## config.mk

```make
export PLATFORM = sky130hd
export DESIGN_NAME = seven_segment_scanner_flat
export DESIGN_NICKNAME = d
export VERILOG_FILES = /design/src/rtl/seven_segment_scanner_pkg.sv /design/src/rtl/seven_segment_scanner_if.sv /design/src/rtl/seven_segment_scanner_glyph_decoder.sv /design/src/rtl/seven_segment_scanner.sv /design/src/flat_wrapper.sv
export SDC_FILE = /design/constraint.sdc
export NUM_CORES = 1
export LEC_CHECK = 0
export ABC_AREA = 1
export BUFFER_PORTS_ARGS = -buffer_cell sky130_fd_sc_hd__clkbuf_2
export CORE_ASPECT_RATIO = 1.1
export CORE_MARGIN = 2
export CORE_UTILIZATION = 59
export CTS_CLUSTER_DIAMETER = 100
export DETAILED_ROUTE_END_ITERATION = 6
export PLACE_DENSITY = 0.84
export SYNTH_ARGS = -nofsm -noshare
export SYNTH_HDL_FRONTEND = slang
export SYNTH_SLANG_ARGS = --single-unit
```

## constraint.sdc

```tcl
create_clock -name clk -period 3.18 [get_ports clk]
set_clock_uncertainty 0.2 [all_clocks]
set_input_delay 0.636 -clock clk [delete_from_list [all_inputs] [get_ports clk]]
set_output_delay 0.636 -clock clk [all_outputs]
set_load 0.01 [all_outputs]
```

## src/rtl/seven_segment_scanner_pkg.sv

```systemverilog
// Shared constants for the seven-segment scanner: glyph patterns and limits.
// Glyphs are active-high in {g,f,e,d,c,b,a} order (bit 0 = segment a).
package seven_segment_pkg;

   localparam int NUM_DIGITS_MAX = 16;

   localparam logic [6:0] GLYPH_0     = 7'h3F; // abcdef
   localparam logic [6:0] GLYPH_1     = 7'h06; // bc
   localparam logic [6:0] GLYPH_2     = 7'h5B; // abdeg
   localparam logic [6:0] GLYPH_3     = 7'h4F; // abcdg
   localparam logic [6:0] GLYPH_4     = 7'h66; // bcfg
   localparam logic [6:0] GLYPH_5     = 7'h6D; // acdfg
   localparam logic [6:0] GLYPH_6     = 7'h7D; // acdefg
   localparam logic [6:0] GLYPH_7     = 7'h07; // abc
   localparam logic [6:0] GLYPH_8     = 7'h7F; // all
   localparam logic [6:0] GLYPH_9     = 7'h6F; // abcdfg
   localparam logic [6:0] GLYPH_A     = 7'h77; // abcefg
   localparam logic [6:0] GLYPH_B     = 7'h7C; // cdefg
   localparam logic [6:0] GLYPH_C     = 7'h39; // adef
   localparam logic [6:0] GLYPH_D     = 7'h5E; // bcdeg
   localparam logic [6:0] GLYPH_E     = 7'h79; // adefg
   localparam logic [6:0] GLYPH_F     = 7'h71; // aefg
   localparam logic [6:0] GLYPH_DASH  = 7'h40; // g
   localparam logic [6:0] GLYPH_BLANK = 7'h00;

endpackage

```

## src/rtl/seven_segment_scanner_if.sv

```systemverilog
// Load port of the scanner: per-digit value/dp/enable plus valid/ready.
// Handshake: a transfer happens on a clock edge where load_valid and
// load_ready are both high; the master holds val_in/dp_in/en_in stable while
// load_valid is high and ready is low, and ready never depends on valid.
interface seven_segment_scanner_if #(
   parameter int NUM_DIGITS = 8
);
   logic [4*NUM_DIGITS-1:0] val_in;
   logic [NUM_DIGITS-1:0]   dp_in;
   logic [NUM_DIGITS-1:0]   en_in;
   logic                    load_valid;
   logic                    load_ready;

   modport master (
      output val_in, dp_in, en_in, load_valid,
      input  load_ready
   );

   modport slave (
      input  val_in, dp_in, en_in, load_valid,
      output load_ready
   );
endinterface

```

## src/rtl/seven_segment_scanner_glyph_decoder.sv

```systemverilog
// Combinational nibble-to-segment decoder; in decimal mode 10..15 render as a dash.
module seg_glyph_decoder
   import seven_segment_pkg::*;
(
   input  logic [3:0] nibble_i,
   input  logic       hex_mode_i,
   output logic [6:0] seg_o
);

   // Table lookup, then override non-decimal nibbles when hex glyphs are off
   always_comb begin
      seg_o = GLYPH_BLANK;
      case (nibble_i)
         4'h0: seg_o = GLYPH_0;
         4'h1: seg_o = GLYPH_1;
         4'h2: seg_o = GLYPH_2;
         4'h3: seg_o = GLYPH_3;
         4'h4: seg_o = GLYPH_4;
         4'h5: seg_o = GLYPH_5;
         4'h6: seg_o = GLYPH_6;
         4'h7: seg_o = GLYPH_7;
         4'h8: seg_o = GLYPH_8;
         4'h9: seg_o = GLYPH_9;
         4'hA: seg_o = GLYPH_A;
         4'hB: seg_o = GLYPH_B;
         4'hC: seg_o = GLYPH_C;
         4'hD: seg_o = GLYPH_D;
         4'hE: seg_o = GLYPH_E;
         default: seg_o = GLYPH_F;
      endcase
      if (!hex_mode_i && (nibble_i > 4'd9)) seg_o = GLYPH_DASH;
   end

endmodule

```

## src/rtl/seven_segment_scanner.sv

```systemverilog
// Multiplexed common-anode seven-segment scanner with double-buffered loading,
// leading-zero blanking, hex/decimal glyphs and PWM brightness. Pins are
// registered and follow the scan state with one cycle of latency.
module seven_segment_scanner
   import seven_segment_pkg::*;
#(
   parameter int NUM_DIGITS   = 8,
   parameter int COUNT_PERIOD = 100000,
   parameter int PWM_BITS     = 4
) (
   input  logic                  clk,
   input  logic                  rst_n,
   seven_segment_scanner_if.slave ld,
   input  logic                  hex_mode,
   input  logic                  blank_zeros,
   input  logic [PWM_BITS-1:0]   brightness,
   output logic [6:0]            cat,
   output logic                  dp_n,
   output logic [NUM_DIGITS-1:0] an,
   output logic                  frame_tick
);

   localparam int                IDX_W      = (NUM_DIGITS > 1) ? $clog2(NUM_DIGITS) : 1;
   localparam logic [31:0]       PRESC_LAST = 32'(COUNT_PERIOD - 1);
   localparam logic [IDX_W-1:0]  IDX_LAST   = IDX_W'(NUM_DIGITS - 1);
   localparam logic [PWM_BITS-1:0] PWM_FULL = '1;

   logic [31:0]             presc_q, presc_d;
   logic [IDX_W-1:0]        idx_q, idx_d;
   logic [PWM_BITS-1:0]     pwm_q, pwm_d;
   logic                    boundary;

   logic [4*NUM_DIGITS-1:0] pend_val_q, pend_val_d, act_val_q, act_val_d;
   logic [NUM_DIGITS-1:0]   pend_dp_q, pend_dp_d, act_dp_q, act_dp_d;
   logic [NUM_DIGITS-1:0]   pend_en_q, pend_en_d, act_en_q, act_en_d;
   logic                    pend_full_q, pend_full_d;
   logic                    load_fire;

   logic [3:0]              sel_nib;
   logic                    sel_dp, sel_en, zero_from, blanked, lit, shown;
   logic [6:0]              glyph;

   logic [NUM_DIGITS-1:0]   an_q, an_d;
   logic [6:0]              cat_q, cat_d;
   logic                    dp_n_q, dp_n_d;
   logic                    tick_q, tick_d;

   // Scan timing: prescaler dwell per digit, digit index, free-running PWM
   always_comb begin
      boundary = (presc_q == PRESC_LAST) && (idx_q == IDX_LAST);
      presc_d  = presc_q + 32'd1;
      idx_d    = idx_q;
      if (presc_q == PRESC_LAST) begin
         presc_d = 32'd0;
         idx_d   = boundary ? '0 : idx_q + 1'b1;
      end
      pwm_d = pwm_q + 1'b1;
   end

   // Double buffer: accept into pending when empty, promote at frame boundary
   always_comb begin
      load_fire   = ld.load_valid && !pend_full_q;
      pend_val_d  = pend_val_q;
      pend_dp_d   = pend_dp_q;
      pend_en_d   = pend_en_q;
      act_val_d   = act_val_q;
      act_dp_d    = act_dp_q;
      act_en_d    = act_en_q;
      pend_full_d = pend_full_q;
      if (boundary && pend_full_q) begin
         act_val_d   = pend_val_q;
         act_dp_d    = pend_dp_q;
         act_en_d    = pend_en_q;
         pend_full_d = 1'b0;
      end
      // A load only fires when pending was empty, so it never races a promotion
      if (load_fire) begin
         pend_val_d  = ld.val_in;
         pend_dp_d   = ld.dp_in;
         pend_en_d   = ld.en_in;
         pend_full_d = 1'b1;
      end
   end

   assign ld.load_ready = !pend_full_q;

   // Select the current digit's data and decide leading-zero blanking
   always_comb begin
      sel_nib   = 4'd0;
      sel_dp    = 1'b0;
      sel_en    = 1'b0;
      zero_from = 1'b1;
      blanked   = 1'b0;
      for (int i = NUM_DIGITS - 1; i >= 0; i--) begin
         zero_from = zero_from && (act_val_q[4*i +: 4] == 4'd0);
         if (IDX_W'(i) == idx_q) begin
            sel_nib = act_val_q[4*i +: 4];
            sel_dp  = act_dp_q[i];
            sel_en  = act_en_q[i];
            blanked = blank_zeros && (i != 0) && zero_from;
         end
      end
   end

   seg_glyph_decoder u_glyph (
      .nibble_i   (sel_nib),
      .hex_mode_i (hex_mode),
      .seg_o      (glyph)
   );

   // Next pin values: one anode low only when the digit is enabled, lit and not blanked
   always_comb begin
      lit    = (brightness == PWM_FULL) || (pwm_q < brightness);
      shown  = sel_en && lit && !blanked;
      an_d   = '1;
      for (int i = 0; i < NUM_DIGITS; i++) begin
         an_d[i] = !(shown && (IDX_W'(i) == idx_q));
      end
      cat_d  = shown ? ~glyph : ~GLYPH_BLANK;
      dp_n_d = shown ? ~sel_dp : 1'b1;
      tick_d = boundary;
   end

   // Counter registers
   always_ff @(posedge clk or negedge rst_n) begin
      if (!rst_n) begin
         presc_q <= 32'd0;
         idx_q   <= '0;
         pwm_q   <= '0;
      end else begin
         presc_q <= presc_d;
         idx_q   <= idx_d;
         pwm_q   <= pwm_d;
      end
   end

   // Pending and active buffers; reset shows zeros on every digit
   always_ff @(posedge clk or negedge rst_n) begin
      if (!rst_n) begin
         pend_val_q  <= '0;
         pend_dp_q   <= '0;
         pend_en_q   <= '0;
         pend_full_q <= 1'b0;
         act_val_q   <= '0;
         act_dp_q    <= '0;
         act_en_q    <= '1;
      end else begin
         pend_val_q  <= pend_val_d;
         pend_dp_q   <= pend_dp_d;
         pend_en_q   <= pend_en_d;
         pend_full_q <= pend_full_d;
         act_val_q   <= act_val_d;
         act_dp_q    <= act_dp_d;
         act_en_q    <= act_en_d;
      end
   end

   // Registered pin drivers
   always_ff @(posedge clk or negedge rst_n) begin
      if (!rst_n) begin
         an_q   <= '1;
         cat_q  <= 7'h7F;
         dp_n_q <= 1'b1;
         tick_q <= 1'b0;
      end else begin
         an_q   <= an_d;
         cat_q  <= cat_d;
         dp_n_q <= dp_n_d;
         tick_q <= tick_d;
      end
   end

   assign an         = an_q;
   assign cat        = cat_q;
   assign dp_n       = dp_n_q;
   assign frame_tick = tick_q;

endmodule

```

## src/flat_wrapper.sv

```systemverilog
// flat-port wrapper written by rule: the top's interface ports become plain ports
module seven_segment_scanner_flat import seven_segment_pkg::*;
#(
   parameter int NUM_DIGITS   = 8,
   parameter int COUNT_PERIOD = 100000,
   parameter int PWM_BITS     = 4
)
  (clk, rst_n, hex_mode, blank_zeros, brightness, cat, dp_n, an, frame_tick, ld_val_in, ld_dp_in, ld_en_in, ld_load_valid, ld_load_ready);
  seven_segment_scanner_if #(.NUM_DIGITS(NUM_DIGITS)) ld_i ();
  input  logic clk;
  input  logic rst_n;
  input  logic hex_mode;
  input  logic blank_zeros;
  input  logic [PWM_BITS-1:0] brightness;
  output logic [6:0] cat;
  output logic dp_n;
  output logic [NUM_DIGITS-1:0] an;
  output logic frame_tick;
  input wire logic [$bits(ld_i.val_in)-1:0] ld_val_in;
  input wire logic [$bits(ld_i.dp_in)-1:0] ld_dp_in;
  input wire logic [$bits(ld_i.en_in)-1:0] ld_en_in;
  input wire logic [$bits(ld_i.load_valid)-1:0] ld_load_valid;
  output wire logic [$bits(ld_i.load_ready)-1:0] ld_load_ready;
  assign ld_i.val_in = ld_val_in;
  assign ld_i.dp_in = ld_dp_in;
  assign ld_i.en_in = ld_en_in;
  assign ld_i.load_valid = ld_load_valid;
  assign ld_load_ready = ld_i.load_ready;
  seven_segment_scanner #(.NUM_DIGITS(NUM_DIGITS), .COUNT_PERIOD(COUNT_PERIOD), .PWM_BITS(PWM_BITS)) u_core (.clk(clk), .rst_n(rst_n), .ld(ld_i), .hex_mode(hex_mode), .blank_zeros(blank_zeros), .brightness(brightness), .cat(cat), .dp_n(dp_n), .an(an), .frame_tick(frame_tick));
endmodule
```

==> metrics.txt, run 1 <==
DR pass1 iterations 5; Worst Setup End Kind register; cell family with most CP delay simple AND/OR/NAND/NOR gates; CP Buf/Inv Count 2; Worst path max stage delay 0.40 ns; H-tree depth 4; Tot GR Track Use 0.248; Antenna diodes 0; CTS tree built; R2R depth 16; starting density of the core 0.598; Hold Path Class input pin to async pin; initial antenna violation count 0; critical path class register to register; mean post-synth cell area just over 9 um^2; vias per inst between 5 and 6; synth top area cells dfrtp_1 (43%), nand2_1 (12%), dfstp_2 (8.5%); period utilization 0.883; Final Hold Fails 0; RD Place Congestion 0.925; Num CTS Buffers 17; Synth cell types 40; crit path max fanout 10; vias ~5,700; vias in the first global route ~5,700; routed wl met3 between 700 and 800 um; first-pass GRT wire length ~27 mm; Slew headroom 0.530; top cells by count, synth nand2_1 (239), dfrtp_1 (129), inv_1 (98); Overall Power between 4 and 5 mW; static leakage roughly 4.4 nW; site row count 43; wire per inst around 15 um; Final setup viols 0; HPWL Detailed approximately 11 mm; PnR worst setup slack roughly 0.37 ns; CTS Hold Bufs 0; P per Cell Area between 400 and 500 nW/um^2; postcts setup bufs 0; most frequent cell after synthesis nand2_1; Min Clock Period, post-route approximately 2.8 ns; CTS sink count around 150; number of synthesized flops with an enable pin 0; Min Hold Slack 0.0420 ns; Post-DRT Antenna Nets 0; cell repeated most along the worst path nand2_1; max-cap viol count 0; Area Overhead vs Synth 14.5%; Worst Path Required roughly 3.3 ns; Yosys warnings 0; area of the core 12,500 um^2; pre-CTS setup slack about 0.37 ns; fin util 0.685; clock slew at reported path FFs 0.07 ns; fraction of layout cells with a size suffix above 1 0.235; FF+latch count, synth between 150 and 200; Least-Margin Pin Slew 0.704 ns; Cell Count, Final, Fillers Out around 1,100; worst path cell trace inv_1 > ha_1 > nand2_4 > o211ai_1 > o21ai_0 > o21ai_0 > nand2_1 > nand2_1 > nand2_1 > inv_1 > ha_1 > nand2_1 > nand3_1 > nor2_1 > nor2_2 > nand2_1; largest net degree at the start of global routing between 70 and 80; design area around 8500 um^2; Inst Count DP ~1,000; max-slew violations 0; Syn Nets between 800 and 900; Async S/R FF share, synth 1.00; detailed-route wire length approximately 16 mm; Synth area leader dfrtp_1; Synth Instances between 800 and 900; Met2 Routed Length roughly 7.4 mm; Fin Setup TNS 0 ns; die extent in x between 100 and 150 um; mapped cell area 7460 um^2; Worst IR Drop VDD ~0.6 mV; Startpoint Class register; I/O Buffers 74; CP arrival 2.96 ns; placed instance area approximately 8000 um^2; highest routed metal layer met4; share of the synthesized area in the top cell type 0.433; CTS max path bufs 2; unrepaired setup endpoints after global routing false; die height between 100 and 150 um; slowest cell on the critical path dfrtp_1; Resize count post-CTS 0; Levels on crit path 16; grt ovf 0; die area between 10,000 and 15,000 um^2; Fmax around 360 MHz; M1 WL approximately 7.2 mm; starting DRC count in detailed routing just over 400; status completed; worst skew pair latency approximately 0.43 ns; Ports 75; clock root buffer clkbuf_16; top_reg_cell synth dfrtp_1; detailed-route DRC error count 0; sequential-to-total area share from yosys stat 0.517; Final nets roughly 980
## cells by family (layout without fill, tap and decap cells)
family,after synthesis,after routing,synth area share
and+or+nand+nor,395,395,0.235
DFF,153,153,0.517
buffers and inverters,126,220,0.0744
AOI/OAI and AO/OA,55,55,0.0424
muxes,48,48,0.0724
xor gates and xnor gates,26,26,0.0305
adders and majority gates,17,17,0.0285
## where the power goes
group | total [mW] | internal (mW) | switching [mW]
sequential | 2.03 | 2.00 | 0.0290
clock | 1.94 | 1.09 | 0.844
combinational | 0.134 | 0.0696 | 0.0647
## area by class of cell
| cell class | count | area (um^2) |
|---|---|---|
| multi-input combinational | 541 | 3050 |
| inverter | 106 | 398 |
| timing repair buffer | 82 | 474 |
| sequential | 153 | 3860 |
| clock inverter | 15 | 143 |
| fill | 954 | 3940 |
| clock buffer | 17 | 425 |
| tap | 157 | 196 |
## registers in the layout, summed over array words and instances, names as in the netlist
signal	flops
u_core.act_val_q	32
u_core.pend_val_q	32
u_core.presc_q	32
u_core.act_dp_q	8
u_core.act_en_q	8
u_core.an	8
u_core.pend_dp_q	8
u_core.pend_en_q	8
u_core.cat	7
u_core.pwm_q	4
u_core.idx_q	3
u_core.dp_n	1
u_core.frame_tick	1
u_core.pend_full_q	1
## per-layer routing
layer / up-vias / track usage
met5: - / 0
li1: 2791 / -
met1: 2761 / 0.336
met4: 0 / 0.109
met3: 33 / 0.0493
met2: 159 / 0.394
## cells in the final DEF, fill, tap and decap left out, types with 8 or more instances in the layout
cell and instances:
inv_2 8, mux2_2 48, dfstp_2 24, dfrtp_1 129, nor3_1 16, a21oi_1 15, nand2_1 238, ha_1 17
nor2_1 48, o21ai_1 11, xor2_1 23, clkbuf_2 73, nor4_1 14, nand4_1 23, clkbuf_16 17, inv_1 98
o21ai_0 14, nand3_1 33
## final timing paths
path	startpoint	endpoint	slack, ns
min in group clk	ld_dp_in[5]	u_core.pend_dp_q[5]$_DFFE_PN0P_	0.24
max in group asynchronous	rst_n	u_core.dp_n$_DFF_PN1_	1.99
setup reg to reg	u_core.idx_q[0]$_DFFE_PN0N_	u_core.cat[0]$_DFF_PN1_	0.37
hold reg to reg	u_core.pwm_q[0]$_DFF_PN0_	u_core.pwm_q[0]$_DFF_PN0_	0.26
hold / removal	rst_n	u_core.presc_q[2]$_DFF_PN0_	0.04
setup / recovery	u_core.idx_q[0]$_DFFE_PN0N_	u_core.cat[0]$_DFF_PN1_	0.37
No activity file was read; power rests on OpenSTA's default activity.
==> run 2: changes to the inputs <==
Settings changed: CAP_MARGIN set to 20.
Clock period 3.18 ns to 3.2 ns, I/O delays scaled along.
==> run 2 against run 1 <==
  * Sequential cell count did not move
  * Core utilization rose by 0.68 points
  * Routed wire length rose by 4.5%
  * Power rose by 6.9%
  * Critical endpoint is now u_core.cat[5]$_DFF_PN1_
  * Clock-buffer cell count rose by 5
  * Combinational power barely moved
  * Setup slack got worse by 0.097 ns
==> metrics.txt, run 2 (synthesized netlist as in run 1, its figures left out) <==
vias in the first global route 5,837 (was 5,670); commonest cells after routing, fill and taps aside nand2_1 (238), dfrtp_1 (128), inv_1 (98), clkbuf_2 (73) (was nand2_1 (238), dfrtp_1 (129), inv_1 (98), clkbuf_2 (73)); P per Cell Area 508 nW/um^2 (was 480 nW/um^2); slowest cell on the critical path dfrtp_1 (unchanged); starting density of the core 0.598 (unchanged); worst path cell trace inv_1 > ha_1 > nand2_1 > inv_2 > a21oi_1 > nand2_1 > nand2_1 > nand3_1 > a21oi_1 > inv_1 > ha_1 > nand2_1 > nand3_1 > nor2_1 > nor2_2 > nand2_1 (was inv_1 > ha_1 > nand2_4 > o211ai_1 > o21ai_0 > o21ai_0 > nand2_1 > nand2_1 > nand2_1 > inv_1 > ha_1 > nand2_1 > nand3_1 > nor2_1 > nor2_2 > nand2_1); critical path class register to register (unchanged); Hold Path Class input pin to async pin (unchanged); fraction of layout cells with a size suffix above 1 0.234 (was 0.235); grt met2 use 0.425 (was 0.394); clock slew at reported path FFs 0.06 ns (was 0.07 ns); fin util 0.691 (was 0.685); die area 13,600 um^2 (unchanged); max-cap viol count 0 (unchanged); Fmax 342 MHz (was 356 MHz); Worst path max stage delay 0.40 ns (about the same); RD Place Congestion 0.936 (was 0.925); DR pass1 iterations 7 (was 5); CTS Hold Bufs 0 (unchanged); status completed (unchanged); Filler Cell Count 954 (unchanged); HPWL Detailed 11.4 mm (was 11.3 mm); area of the core 12,500 um^2 (unchanged); worst flop-to-flop path startpoint u_core.idx_q[1]$_DFFE_PN0N_ (was u_core.idx_q[0]$_DFFE_PN0N_); Tot GR Track Use 0.260 (was 0.248); die extent in x 111 um (unchanged); Final nets 975 (unchanged); largest net degree at the start of global routing 76 (unchanged); period utilization 0.914 (was 0.883); clock root buffer clkbuf_16 (unchanged); Worst Setup End Kind register (unchanged); Worst Path Required 3.36 ns (was 3.33 ns); Fin Setup TNS 0 ns (unchanged); H-tree depth 4 (unchanged); Inst Count DP 1,039 (unchanged); detailed-route wire length 16.4 mm (was 15.7 mm); starting DRC count in detailed routing 411 (was 403); CTS max path bufs 2 (unchanged); Min Clock Period, post-route 2.93 ns (was 2.81 ns); detailed-route DRC error count 0 (unchanged); Antenna diodes 0 (unchanged); Cell Count, Final, Fillers Out 1,071 (unchanged); site row count 43 (unchanged); crit path max fanout 11 (was 10); Area Overhead vs Synth 15.7% (was 14.5%); Worst IR Drop VDD 0.732 mV (was 0.613 mV); routing usage on met3 0.0572 (was 0.0493); grt peak-use layer met2 (unchanged); static leakage 4.48 nW (was 4.45 nW); Post-DRT Antenna Nets 0 (unchanged); max-slew violations 0 (unchanged); Ports 75 (unchanged); wire per inst 15.3 um (was 14.7 um); Final setup viols 0 (unchanged); Startpoint Class register (unchanged); unrepaired setup endpoints after global routing false (unchanged); Final Hold Fails 0 (unchanged); initial antenna violation count 0 (unchanged); CP arrival 3.08 ns (was 2.96 ns); vias 5,836 (was 5,744); grt ovf 0 (unchanged); cell repeated most along the worst path nand2_1 (unchanged); Least-Margin Pin Slew 0.703 ns (was 0.704 ns); first-pass GRT wire length 27.9 mm (was 26.7 mm); Regs by FF count u_core.act_val_q: 32 flops, u_core.pend_val_q: 32 flops, u_core.presc_q: 32 flops (unchanged); I/O Buffers 74 (unchanged); die height 122 um (unchanged); CTS tree built (unchanged); Worst Setup SP u_core.idx_q[1]$_DFFE_PN0N_ (was u_core.idx_q[0]$_DFFE_PN0N_); grt met1 use 0.348 (was 0.336); Slew headroom 0.531 (was 0.530); CTS sink count 153 (unchanged); worst skew pair latency 0.43 ns (about the same); Num CTS Buffers 17 (unchanged); most common cell after layout, fill and taps aside nand2_1 (unchanged); vias per inst 5.45 (was 5.36)
-- run 2: changes by cell type in the layout (fill, tap and decap cells not counted), sizes merged --
cell,change
clkbuf,+5
inv,-5
bufinv,+4
clkinv,-3
clkinvlp,-1
-- run 2: path summary, 6_finish.rpt --
| kind | to | slack, ns | depth (start not counted) |
|---|---|---|---|
| max | u_core.cat[5]$_DFF_PN1_ | 0.27 | 16 |
| min | u_core.pwm_q[3]$_DFF_PN0_ | 0.03 | 1 |
| max reg2reg | u_core.cat[5]$_DFF_PN1_ | 0.27 | 16 |
| min reg2reg | u_core.act_en_q[6]$_DFFE_PN1P_ | 0.27 | 2 |
| max in group asynchronous | u_core.an[0]$_DFF_PN1_ | 2.00 | 2 |
| min in group clk | u_core.pend_val_q[8]$_DFFE_PN0P_ | 0.24 | 2 |
-- run 2: stage by stage --
stage               power [mW]  hold WS, ns  worst slack, ns  instance area (um^2)
CTS                       4.40       0.0774            0.276                  8630
detailed placement        2.19        0.258            0.322                  7970
finish                    4.38       0.0283            0.275                  8630
floorplan                 2.09        0.144            0.734                  7460
global placement          2.18        0.251            0.376                  7970
global route              4.53       0.0814          0.00253                  8630
-- run 2: area by class of cell --
type | instances | area, um^2 | share of cell area
clock buffers | 22 | 474 | 0.0549
clock inverters | 10 | 190 | 0.0220
inverters | 106 | 398 | 0.0461
multi-input cells | 541 | 3050 | 0.353
flip-flops and latches | 153 | 3860 | 0.447
well taps | 157 | 196 | 0.0228
repair buffers | 82 | 462 | 0.0535
-- run 2: worst max-delay path: cells and delay by family (launching register included) --
family	cells	cell delay, ns
AOI/OAI and AO/OA	2	0.51
buffers and inverters	3	0.40
adders and majority gates	2	0.44
and+or+nand+nor	9	0.94
DFF	1	0.40
-- run 2: power by group --
part / total, mW / internal (mW) / switching (mW) / leakage, nW
Combinational: 0.131 / 0.0682 / 0.0633 / 2.19
Sequential: 2.02 / 1.99 / 0.0296 / 1.99
Clock: 2.23 / 1.45 / 0.782 / 0.313
-- run 2: layer usage --
layer	vias to the layer above	share of wire
met5	-	0
met4	0	0.019
met3	29	0.048
met2	178	0.48
met1	2834	0.45
li1	2795	-
-- run 2: repair_timing --
action                                  CTS  global route
setup buffers                             0             0
endpoints found under the setup margin    0             5
resized for setup                         0             1
